==> src/rtl/stream_to_apb_bridge.sv <==
// rtl/stream_to_apb_bridge.sv - byte-stream to APB master bridge; optional PREADY timeout via STREAM_APB_TIMEOUT_EN
module stream_to_apb_bridge #(
    parameter int ADDR_W   = 5,
    parameter int ADDR_INC = 1,
    parameter int TIMEOUT  = 15
) (
    input  logic              CLK,
    input  logic              RESET,
    input  logic [7:0]        in_data,
    input  logic              in_valid,
    output logic              in_ready,
    input  logic              in_last,
    output logic [7:0]        out_data,
    output logic              out_valid,
    input  logic              out_ready,
    output logic              out_last,
    input  logic              busy,
    output logic              PSEL,
    output logic [ADDR_W-1:0] PADDR,
    output logic              PENABLE,
    output logic              PWRITE,
    output logic [7:0]        PWDATA,
    input  logic [7:0]        PRDATA,
    input  logic              PREADY,
    output logic              err
);

    typedef enum logic [3:0] {
        S_IDLE,
        S_RLEN,
        S_WDATA,
        S_WSETUP,
        S_WACCESS,
        S_RSETUP,
        S_RACCESS,
        S_RPUSH,
        S_DONE
    } state_t;

    state_t            r_state;
    state_t            w_next;
    logic [ADDR_W-1:0] r_addr;
    logic [8:0]        r_count;
    logic              r_last;
    logic              r_abort;
    logic              r_psel;
    logic              r_penable;
    logic              r_pwrite;
    logic [7:0]        r_pwdata;
    logic [7:0]        r_out_data;
    logic              w_in_ready;
    logic              w_in_xfer;
    logic              w_out_xfer;
    logic              w_in_access;
    logic              w_in_setup;
    logic              w_acc_done;
    logic              w_timeout;
    logic [ADDR_W-1:0] w_addr_next;

    assign w_in_access = (r_state == S_WACCESS) || (r_state == S_RACCESS);
    assign w_in_setup  = (r_state == S_WSETUP) || (r_state == S_RSETUP);
    assign w_acc_done  = w_in_access && (PREADY || w_timeout);
    assign w_in_xfer   = in_valid && w_in_ready;
    assign w_out_xfer  = (r_state == S_RPUSH) && out_ready;
    assign w_addr_next = r_addr + ADDR_W'(ADDR_INC);

    // in_ready is forced low while RESET is held so every output reads 0 during reset
    assign in_ready  = w_in_ready & ~RESET;
    assign out_valid = (r_state == S_RPUSH);
    assign out_last  = (r_state == S_RPUSH) && (r_count == 9'd1);
    assign out_data  = r_out_data;
    assign PSEL      = r_psel;
    assign PENABLE   = r_penable;
    assign PWRITE    = r_pwrite;
    assign PADDR     = r_addr;
    assign PWDATA    = r_pwdata;

`ifdef STREAM_APB_TIMEOUT_EN
    localparam int TW = $clog2(TIMEOUT + 1);

    logic [TW-1:0] r_tcnt;
    logic          r_err;
    logic          r_busy_d;

    // terminate on the TIMEOUT-th ACCESS cycle if PREADY still has not arrived
    assign w_timeout = w_in_access && !PREADY && (r_tcnt == TW'(TIMEOUT - 1));
    assign err       = r_err;

    // count ACCESS cycles of the current transfer, restart for every new access
    always_ff @(posedge CLK or posedge RESET) begin
        if (RESET) begin
            r_tcnt <= '0;
        end else if (w_in_access && !w_acc_done) begin
            r_tcnt <= r_tcnt + TW'(1);
        end else begin
            r_tcnt <= '0;
        end
    end

    // sticky error flag, cleared when a new transaction frame opens
    always_ff @(posedge CLK or posedge RESET) begin
        if (RESET) begin
            r_err    <= 1'b0;
            r_busy_d <= 1'b0;
        end else begin
            r_busy_d <= busy;
            if (w_timeout) begin
                r_err <= 1'b1;
            end else if (busy && !r_busy_d) begin
                r_err <= 1'b0;
            end
        end
    end
`else
    assign w_timeout = 1'b0;
    assign err       = 1'b0;
`endif

    // state register
    always_ff @(posedge CLK or posedge RESET) begin
        if (RESET) begin
            r_state <= S_IDLE;
        end else begin
            r_state <= w_next;
        end
    end

    // next-state and stream handshake decode
    always_comb begin
        w_next     = r_state;
        w_in_ready = 1'b0;
        case (r_state)
            S_IDLE: begin
                w_in_ready = busy;
                if (busy && in_valid) begin
                    w_next = in_data[7] ? S_RLEN : S_WDATA;
                end
            end
            S_RLEN: begin
                w_in_ready = 1'b1;
                if (!busy) begin
                    w_next = S_IDLE;
                end else if (in_valid) begin
                    w_next = S_RSETUP;
                end
            end
            S_WDATA: begin
                w_in_ready = 1'b1;
                if (!busy) begin
                    w_next = S_IDLE;
                end else if (in_valid) begin
                    w_next = S_WSETUP;
                end
            end
            S_WSETUP: begin
                w_next = S_WACCESS;
            end
            S_WACCESS: begin
                if (w_acc_done) begin
                    if (r_abort || !busy) begin
                        w_next = S_IDLE;
                    end else begin
                        w_next = r_last ? S_DONE : S_WDATA;
                    end
                end
            end
            S_RSETUP: begin
                w_next = S_RACCESS;
            end
            S_RACCESS: begin
                if (w_acc_done) begin
                    w_next = (r_abort || !busy) ? S_IDLE : S_RPUSH;
                end
            end
            S_RPUSH: begin
                if (!busy) begin
                    w_next = S_IDLE;
                end else if (out_ready) begin
                    w_next = (r_count == 9'd1) ? S_DONE : S_RSETUP;
                end
            end
            S_DONE: begin
                w_in_ready = 1'b1;
                if (!busy) begin
                    w_next = S_IDLE;
                end
            end
            default: begin
                w_next = S_IDLE;
            end
        endcase
    end

    // APB control lines registered from the upcoming state so they align with SETUP/ACCESS
    always_ff @(posedge CLK or posedge RESET) begin
        if (RESET) begin
            r_psel    <= 1'b0;
            r_penable <= 1'b0;
            r_pwrite  <= 1'b0;
        end else begin
            r_psel    <= (w_next == S_WSETUP) || (w_next == S_WACCESS) ||
                         (w_next == S_RSETUP) || (w_next == S_RACCESS);
            r_penable <= (w_next == S_WACCESS) || (w_next == S_RACCESS);
            r_pwrite  <= (w_next == S_WSETUP) || (w_next == S_WACCESS);
        end
    end

    // address, count, write data and read data capture
    always_ff @(posedge CLK or posedge RESET) begin
        if (RESET) begin
            r_addr     <= '0;
            r_count    <= 9'd0;
            r_last     <= 1'b0;
            r_pwdata   <= 8'd0;
            r_out_data <= 8'd0;
        end else begin
            case (r_state)
                S_IDLE: begin
                    if (w_in_xfer) begin
                        r_addr <= in_data[ADDR_W-1:0];
                    end
                end
                S_RLEN: begin
                    if (w_in_xfer && busy) begin
                        r_count <= (in_data == 8'd0) ? 9'd256 : {1'b0, in_data};
                    end
                end
                S_WDATA: begin
                    if (w_in_xfer && busy) begin
                        r_pwdata <= in_data;
                        r_last   <= in_last;
                    end
                end
                S_WACCESS: begin
                    if (w_acc_done) begin
                        r_addr <= w_addr_next;
                    end
                end
                S_RACCESS: begin
                    if (w_acc_done) begin
                        r_out_data <= PREADY ? PRDATA : 8'hFF;
                    end
                end
                S_RPUSH: begin
                    if (w_out_xfer && busy) begin
                        r_count <= r_count - 9'd1;
                        r_addr  <= w_addr_next;
                    end
                end
                default: begin
                end
            endcase
        end
    end

    // remember that busy dropped during an APB access so the FSM returns to IDLE afterwards
    always_ff @(posedge CLK or posedge RESET) begin
        if (RESET) begin
            r_abort <= 1'b0;
        end else if (r_state == S_IDLE) begin
            r_abort <= 1'b0;
        end else if (!busy && (w_in_setup || w_in_access)) begin
            r_abort <= 1'b1;
        end
    end

endmodule

==> config.mk <==
export PLATFORM = sky130hd
export DESIGN_NAME = stream_to_apb_bridge
export DESIGN_NICKNAME = d
export VERILOG_FILES = /design/src/rtl/stream_to_apb_bridge.sv
export SDC_FILE = /design/constraint.sdc
export NUM_CORES = 1
export LEC_CHECK = 0
export ABC_AREA = 1
export BUFFER_PORTS_ARGS = -buffer_cell sky130_fd_sc_hd__buf_2
export CAP_MARGIN = 5
export CORE_MARGIN = 2
export CORE_UTILIZATION = 58
export CTS_CLUSTER_SIZE = 30
export DETAILED_ROUTE_END_ITERATION = 10
export GPL_TIMING_DRIVEN = 0
export PLACE_DENSITY_LB_ADDON = 0.25
export REMOVE_ABC_BUFFERS = 1
export SLEW_MARGIN = 25
export SYNTH_ARGS = -nofsm -noshare
export SYNTH_HDL_FRONTEND = slang
export SYNTH_SLANG_ARGS = --single-unit
==> constraint.sdc <==
create_clock -name CLK -period 4.2 [get_ports CLK]
set_input_delay 0.42 -clock CLK [delete_from_list [all_inputs] [get_ports CLK]]
set_output_delay 0.42 -clock CLK [all_outputs]
set_load 0.005 [all_outputs]
==> flow_summary.toml, run 1 <==
[floorplan]
die-area_um2 = 4340
die_w_um = 65.8
coreArea_um2 = 3660
io_pins = 51
start_util_pct = 60.6
rows = 22
die_h_um = 65.8

[cells_and_area]
nets = 361
drive_above_1_share_pct = 24.4
syn_to_final_growth_pct = 17.3
multi_input_area_um2 = 1040
nFillCells = 288
regArea_um2 = 976
final_common_cell = "nand2_1"
antenna_cells = 0
final_cell_mix = "nand2_1, buf_2, dfrtp_1, inv_1, o21ai_0"

[synthesis]
synth_top_area_cell = "dfrtp_1"
syn_inst = 285
seq_area_frac_synth_pct = 44.0
yosys.area_share.adder_pct = 1.69
yosys-top-cells-area = "dfrtp_1, nand2_1, o21ai_0"
ys_async_sr_fraction_pct = 100
ys_types = 33
synth-compound-area-share_pct = 11.7
ys_warn_count = 0
synth_flop_cell = "dfrtp_1"
syn_avg_cell_area_um2 = 7.78
synth_seq_cells = 39
syn_area_um2 = 2220
synthSimpleGateAreaFrac_pct = 28.3
synth_top_area_share_pct = 44.0
synth_top_family_by_area = "simple AND/OR/NAND/NOR gates"
synthMuxAreaShare_pct = 4.06
synth-xor-area-share_pct = 1.18
synth_edf_count = 0

[clocking]
path_clk_slew_ns = 0.07
clk_path_buf_depth = 2
ctsResizeCount = 0
clk_latency_ns = 0.29
cts_hold_repair.buffers = 0
clkSinkCount = 39
cts.htree.levels = 2
cts_tree = "built"
clock-root-buffer = "clkbuf_8"
postCtsSetupBuffers = 0
cts_buffers = 5

[detailed_routing]
vias = 2050
drt_first_pass_iters = 5
post_drt_wl_per_cell_um = 12.5
wirelength_um = 4810
drt_iter0_markers = 180
drtAntennaViolNets = 0
vias_per_cell = 5.34
drc = 0

[pwr]
seq_power_share_pct = 37.7
p_switching_uw = 719
intPower_uw = 1060
p_per_area_nw_per_um2 = 683
irDropWorstVdd_v = 0.000381
p_leak_uw = 0.00140
power_frac_clock_pct = 18.0
combPwrFrac_pct = 44.3
p_sw_share_pct = 40.4

[timing]
finalHoldViolCount = 0
rsz0062_at_grt = "no"
fin_crit_ns = 2.32
drv_slew = 0
fin_skew_ns = 0.0101
finalCritPeriodShare_pct = 55.1
finalSetupViolations = 0
final.setup.worst_slack_ns = 1.88
fmax_mhz = 432
setup_tns_ns = 0

[grt]
grt_pass1_vias = 1899
antenna_found_initial = 0
grtUsageTotal_pct = 24.9
grt_overflow = 0
grt_pass1_wl_um = 8280
grt_max_degree = 25

[place]
gp_congestion = 0.941
place_ws_ns = 2.22
port_buffers = 49
dp_hpwl_um = 3640

[setup_path]
r2r-start = "r_state[1]$_DFF_PP0_"
regToRegSetupSlack_ns = 2.15
worstPathArrival_ns = 1.90
max_stage_delay_ns = 0.52
critPathTopFamily = "simple AND/OR/NAND/NOR gates"
crit_chain = "nand2_2 > nor2_4 > inv_2 > nor4_1 > buf_2"
critical_path_class = "reg -> out"
crit_path_end = "out_last"
path_depth = 5
crit_start = "r_state[1]$_DFF_PP0_"
cp.required_ns = 3.78
end_kind = "output port"
cp_max_fo = 17
reg2regPathDepth = 8
path_buf_inv = 2
crit_path_start_kind = "register"
timing.rr.end = "r_count[4]$_DFFE_PP0P_"
cpMaxStageDelayCell = "dfrtp_1"

[run_status]
status = "finished clean"

[flow_run]
drv_cap = 0

[worst_hold_path]
hp-class = "in -> async"
## metal layers
| layer | up-vias | routed length (um) | track usage [%] |
|---|---|---|---|
| li1 | 1020 | - | - |
| met1 | 931 | 2230 | 35.2 |
| met4 | 0 | 76 | 9.38 |
| met3 | 9 | 342 | 4.60 |
| met5 | - | 0 | 0 |
| met2 | 90 | 2160 | 38.3 |
## cells by family (layout without fill, tap and decap cells)
logic type | count (synthesis) | count (layout)
simple gates | 139 | 139
compound gates | 48 | 48
buf+inv | 44 | 95
flops | 39 | 39
mux | 8 | 8
fa+ha+maj | 3 | 3
xor+xnor | 3 | 3
other cells | 1 | 1
## Yosys cell counts, types with 2 or more instances
cell / n
xor2_1: 3
inv_1: 35
dfrtp_1: 39
nand4_1: 3
ha_1: 3
nand3_1: 21
nor3_1: 4
o211ai_1: 2
buf_6: 3
o21ai_1: 2
buf_4: 3
nor2_2: 3
o22ai_1: 3
o21ai_0: 32
nand2_2: 4
nor2_1: 24
nand2_1: 72
a31oi_1: 3
mux2_2: 8
inv_2: 2
a21oi_1: 4
## per-stage QoR
step,total power [uW],instance area [um^2],instances,utilization [%],hold slack (ns)
CTS,1780,2600,384,71.1,0.103
global placement,1420,2460,375,67.3,0.460
floorplan,1190,2160,278,-,0.463
global route,1930,2600,384,71.1,0.132
finish,1780,2600,384,71.1,0.0980
detailed placement,1450,2480,376,67.8,0.414
## power by group through the flow
| stage | registers (uW) | clock network [uW] | logic, uW |
|---|---|---|---|
| finish | 669 | 320 | 788 |
| global route | 691 | 343 | 899 |
| CTS | 667 | 326 | 786 |
| detailed placement | 673 | 0 | 781 |
| global placement | 665 | 0 | 751 |
| floorplan | 670 | 0 | 524 |
## cell type report
| cell class | instances | share of cell area [%] |
|---|---|---|
| sequential | 39 | 37.5 |
| clock inverter | 2 | 1.35 |
| timing repair buffer | 50 | 10.2 |
| clock buffer | 6 | 3.17 |
| multi-input combinational | 202 | 40.1 |
| tap | 48 | 2.31 |
| inverter | 37 | 5.34 |
## state kept, by name, summed over array words and instances, names as in the netlist
signal	count
PADDR	5
PENABLE	1
PSEL	1
PWDATA	8
PWRITE	1
out_data	8
r_abort	1
r_count	9
r_last	1
r_state	4
## how the worst min path moves through the flow
stage	start	cells after the start	slack (ns)	endpoint
2_1_floorplan	r_count[7]$_DFFE_PP0P_	2	0.46	r_count[7]$_DFFE_PP0P_
3_3_place_gp	PWDATA[3]$_DFFE_PP0P_	2	0.46	PWDATA[3]$_DFFE_PP0P_
3_5_place_dp	RESET	2	0.41	r_state[0]$_DFF_PP0_
4_1_cts	RESET	2	0.10	r_state[0]$_DFF_PP0_
5_1_grt	RESET	2	0.13	r_state[0]$_DFF_PP0_
6_report	RESET	2	0.1	r_state[0]$_DFF_PP0_
Power figures use the tool's default switching activity.
==> inputs of run 2 (changes only) <==
--- a/config.mk
+++ b/config.mk
@@ -9,7 +9,7 @@
 export BUFFER_PORTS_ARGS = -buffer_cell sky130_fd_sc_hd__buf_2
 export CAP_MARGIN = 5
 export CORE_MARGIN = 2
-export CORE_UTILIZATION = 58
+export CORE_UTILIZATION = 48
 export CTS_CLUSTER_SIZE = 30
 export DETAILED_ROUTE_END_ITERATION = 10
 export GPL_TIMING_DRIVEN = 0
==> constraint.sdc (replaced) <==
create_clock -name CLK -period 1.85 [get_ports CLK]
set_input_delay 0.185 -clock CLK [delete_from_list [all_inputs] [get_ports CLK]]
set_output_delay 0.185 -clock CLK [all_outputs]
set_load 0.005 [all_outputs]
==> run 2 against run 1 <==
Net effect: routed wire length up 4.0%; sequential share of layout area down 0.93 points; non-clock buffer count up 2; combinational power grew 130%; critical endpoint unchanged; largest cell class unchanged; highest routed layer unchanged.
==> flow_summary.toml, run 2 (synthesis gave the netlist of run 1 again) <==
[detailed_routing]
vias_per_cell = 5.12
drtAntennaViolNets = 0
wirelength_um = 5010
vias = 2003
drt_iter0_markers = 133
drt_first_pass_iters = 4
post_drt_wl_per_cell_um = 12.8
drc = 0

[pwr]
intPower_uw = 2510
power_frac_clock_pct = 20.7
p_total_uw = 4150
p_leak_uw = 0.00141
p_sw_share_pct = 39.5
irDropWorstVdd_v = 0.000586
p_per_area_nw_per_um2 = 1560
combPwrFrac_pct = 42.8
seq_power_share_pct = 36.5
p_switching_uw = 1640

[clocking]
cts.htree.levels = 2
path_clk_slew_ns = 0.08
clk_latency_ns = 0.30
clk_path_buf_depth = 2
clock-root-buffer = "clkbuf_8"
clkSinkCount = 39
cts_buffers = 5
cts_tree = "built"

[cells_and_area]
drive_above_1_share_pct = 25.4
final_cell_mix = "nand2_1, buf_2, dfrtp_1, inv_1, o21ai_0"
nFillCells = 394
stdcell_count = 391
regMostFlops = "r_count"
antenna_cells = 0
nets = 364
final_common_cell = "nand2_1"
largest_register_ffs = 9
syn_to_final_growth_pct = 20.2

[timing]
finalSetupViolations = 0
hold_ws_ns = 0.0903
drv_slew = 0
relSlewSlack_pct = 65.7
fmax_mhz = 572
fin_crit_ns = 1.75
rsz0062_at_grt = "no"
finalCritPeriodShare_pct = 94.6
worst_pin_slew_ns = 0.510
finalHoldViolCount = 0
fin_skew_ns = 0.00546
final.setup.worst_slack_ns = 0.100

[grt]
grt_overflow = 0
grtUsageTotal_pct = 20.7
grt_pass1_wl_um = 8310
antenna_found_initial = 0
grt_pass1_vias = 1856
grt_max_degree = 26

[setup_path]
worstPathArrival_ns = 1.56
max_stage_delay_ns = 0.41
critical_path_class = "reg -> out"
cp_max_fo = 11
crit_chain = "inv_1 > nand2_2 > nor2_4 > inv_2 > nor4_2 > buf_2"
cp.required_ns = 1.66
cpMaxStageDelayCell = "dfrtp_1"
end_kind = "output port"
crit_path_start_kind = "register"

[floorplan]
die_w_um = 72.0
die-area_um2 = 5180
io_pins = 51
rows = 24
start_util_pct = 50.3
coreArea_um2 = 4410
die_h_um = 72.0

[place]
gp_congestion = 0.870
port_buffers = 49
dp_hpwl_um = 3680
dp.cells = 380
place_ws_ns = -0.146

[worst_hold_path]
hp-class = "in -> reg"

[flow_run]
drv_cap = 0

[run_status]
status = "finished clean"
## run 2: cell count changes in the layout (fill, tap and decap cells not counted)
cell | before | now
nor4_2 | 0 | 1
clkinv_2 | 1 | 0
clkbuf_8 | 6 | 5
nor4_1 | 1 | 0
bufinv_16 | 1 | 2
clkbuf_1 | 0 | 1
buf_6 | 0 | 1
nand2_4 | 1 | 2
nand2_1 | 72 | 71
inv_1 | 34 | 33
dlygate4sd3_1 | 0 | 1
clkinvlp_4 | 0 | 2
## run 2: repair_timing
action / CTS / global route
cloned: 0 / 1
pin swaps: 1 / 0
setup endpoints to repair: 9 / 6
setup buffers: 1 / 0
hold buffers: 1 / 0
hold endpoints to repair: 14 / 0
gates resized for setup: 0 / 6
## run 2: area by class of cell
class	count	area, um^2	area share (%)
clock inverters	2	60.1	2.25
multi-input cells	202	1060	39.6
flip-flops and latches	39	976	36.6
inverters	37	143	5.35
repair inverters	1	7.51	0.281
clock buffers	6	72.6	2.72
repair buffers	52	287	10.7
well taps	52	65.1	2.44
## run 2: power groups by stage
stage	Combinational [uW]	Clock (uW)	Sequential, uW
after floorplan	1190	0	1520
after global placement	1720	0	1520
after detailed placement	1760	0	1520
after CTS	1760	865	1510
after global routing	2040	892	1560
final	1780	857	1520
## run 2: metal layers
metal  up-vias  GRT usage, %  routed length [um]
li1       1024             -                   -
met1       913          28.7                2380
met2        59          32.3                2270
met3         7          2.92                 267
met4         0          9.43                  85
met5         -             0                   0
## run 2: worst paths after layout
kind	endpoint	from	cells past startpoint	slack, ns
hold reg to reg	PWDATA[0]$_DFFE_PP0P_	PWDATA[0]$_DFFE_PP0P_	2	0.48
min in group asynchronous	r_state[0]$_DFF_PP0_	RESET	3	0.40
setup reg to reg	r_count[1]$_DFFE_PP0P_	r_state[3]$_DFF_PP0_	9	0.18
max in group asynchronous	r_count[4]$_DFFE_PP0P_	RESET	4	1.01
setup / recovery	out_last	r_state[3]$_DFF_PP0_	6	0.10
hold / removal	r_last$_DFFE_PP0P_	in_last	3	0.09
## run 2: through the flow
stage | utilization [%] | setup TNS (ns) | cell area, um^2
final | 60.4 | 0 | 2670
after global placement | 55.9 | -0.465 | 2470
after global routing | 60.4 | 0 | 2670
after detailed placement | 56.4 | -0.481 | 2490
after CTS | 59.8 | 0 | 2640
after floorplan | - | 0 | 2160
## run 2: critical path: cells and delay by family, from the launching register on
| family | cells | cell delay (ns) |
|---|---|---|
| buf+inv | 3 | 0.38 |
| flops | 1 | 0.41 |
| simple gates | 3 | 0.48 |
==> inputs of run 3 (changes only) <==
--- a/config.mk
+++ b/config.mk
@@ -9,7 +9,7 @@
 export BUFFER_PORTS_ARGS = -buffer_cell sky130_fd_sc_hd__buf_2
 export CAP_MARGIN = 5
 export CORE_MARGIN = 2
-export CORE_UTILIZATION = 48
+export CORE_UTILIZATION = 58
 export CTS_CLUSTER_SIZE = 30
 export DETAILED_ROUTE_END_ITERATION = 10
 export GPL_TIMING_DRIVEN = 0
==> constraint.sdc (replaced) <==
create_clock -name CLK -period 2.1 [get_ports CLK]
set_input_delay 0.21 -clock CLK [delete_from_list [all_inputs] [get_ports CLK]]
set_output_delay 0.21 -clock CLK [all_outputs]
set_load 0.005 [all_outputs]
==> run 3 against run 2 <==
Net effect: clock-buffer cell count is the same; total power is 14% lower; worst setup slack better by 0.084 ns; cell count is 0.77% lower; critical path depth unchanged; cell area is 1.3% lower; combinational power is 11% lower; flip-flop and latch count unchanged; highest routed layer unchanged.
==> flow_summary.toml, run 3 (synthesis gave the netlist of run 1 again) <==
[run_status]
status = "finished clean"

[timing]
relSlewSlack_pct = 66.8
worst_pin_slew_ns = 0.494
finalHoldViolCount = 0
fin_skew_ns = 0.00921
finalSetupViolations = 0
drv_slew = 0
fin_crit_ns = 1.92
setup_tns_ns = 0
finalCritPeriodShare_pct = 91.2
fmax_mhz = 522
rsz0062_at_grt = "no"
final.setup.worst_slack_ns = 0.184

[setup_path]
crit_path_start_kind = "register"
critPathTopFamily = "simple AND/OR/NAND/NOR gates"
cp.required_ns = 1.89
path_buf_inv = 3
cpMaxStageDelayCell = "dfrtp_1"
max_stage_delay_ns = 0.41
crit_path_end = "out_last"
critical_path_class = "reg -> out"
path_depth = 6
crit_start = "r_state[3]$_DFF_PP0_"
regToRegSetupSlack_ns = 0.25
cp_max_fo = 11
r2r-start = "r_state[3]$_DFF_PP0_"
crit_chain = "inv_1 > nand2_1 > nor2_4 > inv_2 > nor4_1 > buf_2"
worstPathArrival_ns = 1.71
timing.rr.end = "r_count[4]$_DFFE_PP0P_"
reg2regPathDepth = 9
end_kind = "output port"

[place]
port_buffers = 49
dp.cells = 376
gp_congestion = 0.941
place_ws_ns = 0.124
dp_hpwl_um = 3640

[pwr]
irDropWorstVdd_v = 0.000763
p_switching_uw = 1430
power_frac_clock_pct = 18.0
p_total_uw = 3560
p_sw_share_pct = 40.3
intPower_uw = 2120
p_per_area_nw_per_um2 = 1350
combPwrFrac_pct = 44.4
seq_power_share_pct = 37.6
p_leak_uw = 0.00142

[cells_and_area]
syn_to_final_growth_pct = 18.7
regMostFlops = "r_count"
nFillCells = 281
largest_register_ffs = 9
antenna_cells = 0
stdcell_count = 388
nets = 365
regArea_um2 = 976
drive_above_1_share_pct = 25.0
fin_util_pct = 71.9
multi_input_area_um2 = 1040
final_cell_mix = "nand2_1, buf_2, dfrtp_1, inv_1, o21ai_0"
final_common_cell = "nand2_1"

[grt]
grtUsageTotal_pct = 25.0
grt_max_degree = 25
grt_overflow = 0
grt_pass1_wl_um = 8310
grt_pass1_vias = 1911
antenna_found_initial = 0

[floorplan]
start_util_pct = 60.6
rows = 22
coreArea_um2 = 3660
io_pins = 51
die-area_um2 = 4340
die_h_um = 65.8
die_w_um = 65.8

[worst_hold_path]
hp-class = "in -> reg"

[detailed_routing]
wirelength_um = 4820
vias = 2049
post_drt_wl_per_cell_um = 12.4
vias_per_cell = 5.28
drt_first_pass_iters = 4
drc = 0
drt_iter0_markers = 216
drtAntennaViolNets = 0

[clocking]
clk_latency_ns = 0.29
clock-root-buffer = "clkbuf_8"
cts_tree = "built"
cts_buffers = 5
clkSinkCount = 39
cts.htree.levels = 2
path_clk_slew_ns = 0.07
clk_path_buf_depth = 2

[flow_run]
drv_cap = 0
-- run 3: changes by cell type in the layout (fill, tap and decap cells not counted), sizes merged --
cell      previous run  this run
inv                 36        37
clkinvlp             2         0
buf                 51        53
clkinv               0         1
bufinv               2         1
-- run 3: metal layers --
| metal | up-vias | GRT usage, % | share of wire [%] | wire length (um) |
|---|---|---|---|---|
| met3 | 9 | 4.60 | 7.1 | 342 |
| met1 | 925 | 35.2 | 47 | 2240 |
| li1 | 1032 | - | - | - |
| met4 | 0 | 9.38 | 1.6 | 75 |
| met5 | - | 0 | 0 | 0 |
| met2 | 83 | 38.5 | 45 | 2160 |
-- run 3: worst min-delay path by stage --
stage	start	endpoint	slack (ns)	depth (start not counted)
after floorplan	busy	r_state[3]$_DFF_PP0_	0.32	2
after global placement	in_last	r_last$_DFFE_PP0P_	0.42	3
after detailed placement	RESET	r_state[0]$_DFF_PP0_	0.20	2
after CTS	in_last	r_last$_DFFE_PP0P_	0.12	3
after global routing	in_last	r_last$_DFFE_PP0P_	0.13	3
final	in_last	r_last$_DFFE_PP0P_	0.12	3
-- run 3: final cells by class --
type / count / share of cell area (%)
well taps: 48 / 2.28
multi-input cells: 202 / 39.6
clock buffers: 6 / 3.14
flip-flops and latches: 39 / 37.1
repair buffers: 54 / 11.3
clock inverters: 2 / 1.33
inverters: 37 / 5.27
-- run 3: power by group through the flow --
stage	Clock [uW]	Sequential (uW)	Combinational [uW]
after global routing	686	1380	1810
after CTS	651	1330	1570
final	641	1340	1580
after floorplan	0	1340	1050
after detailed placement	0	1350	1560
after global placement	0	1330	1500
-- run 3: worst min-delay path, cell delays in order --
cell,delay (ns)
buf_2,0.07
nand2_1,0.04
nand2_1,0.05
-- run 3: stage by stage --
step	instance area (um^2)	hold slack (ns)
after floorplan	2160	0.320
after global placement	2460	0.416
after detailed placement	2480	0.204
after CTS	2610	0.120
after global routing	2630	0.131
final	2630	0.123
-- run 3: what timing repair did --
| item | 4_1_cts | 5_1_grt |
|---|---|---|
| buffers inserted | 0 | 3 |
| hold buffers | 1 | 0 |
| hold endpoints to repair | 15 | 0 |
| gates resized for setup | 0 | 0 |
| endpoints found under the setup margin | 0 | 7 |
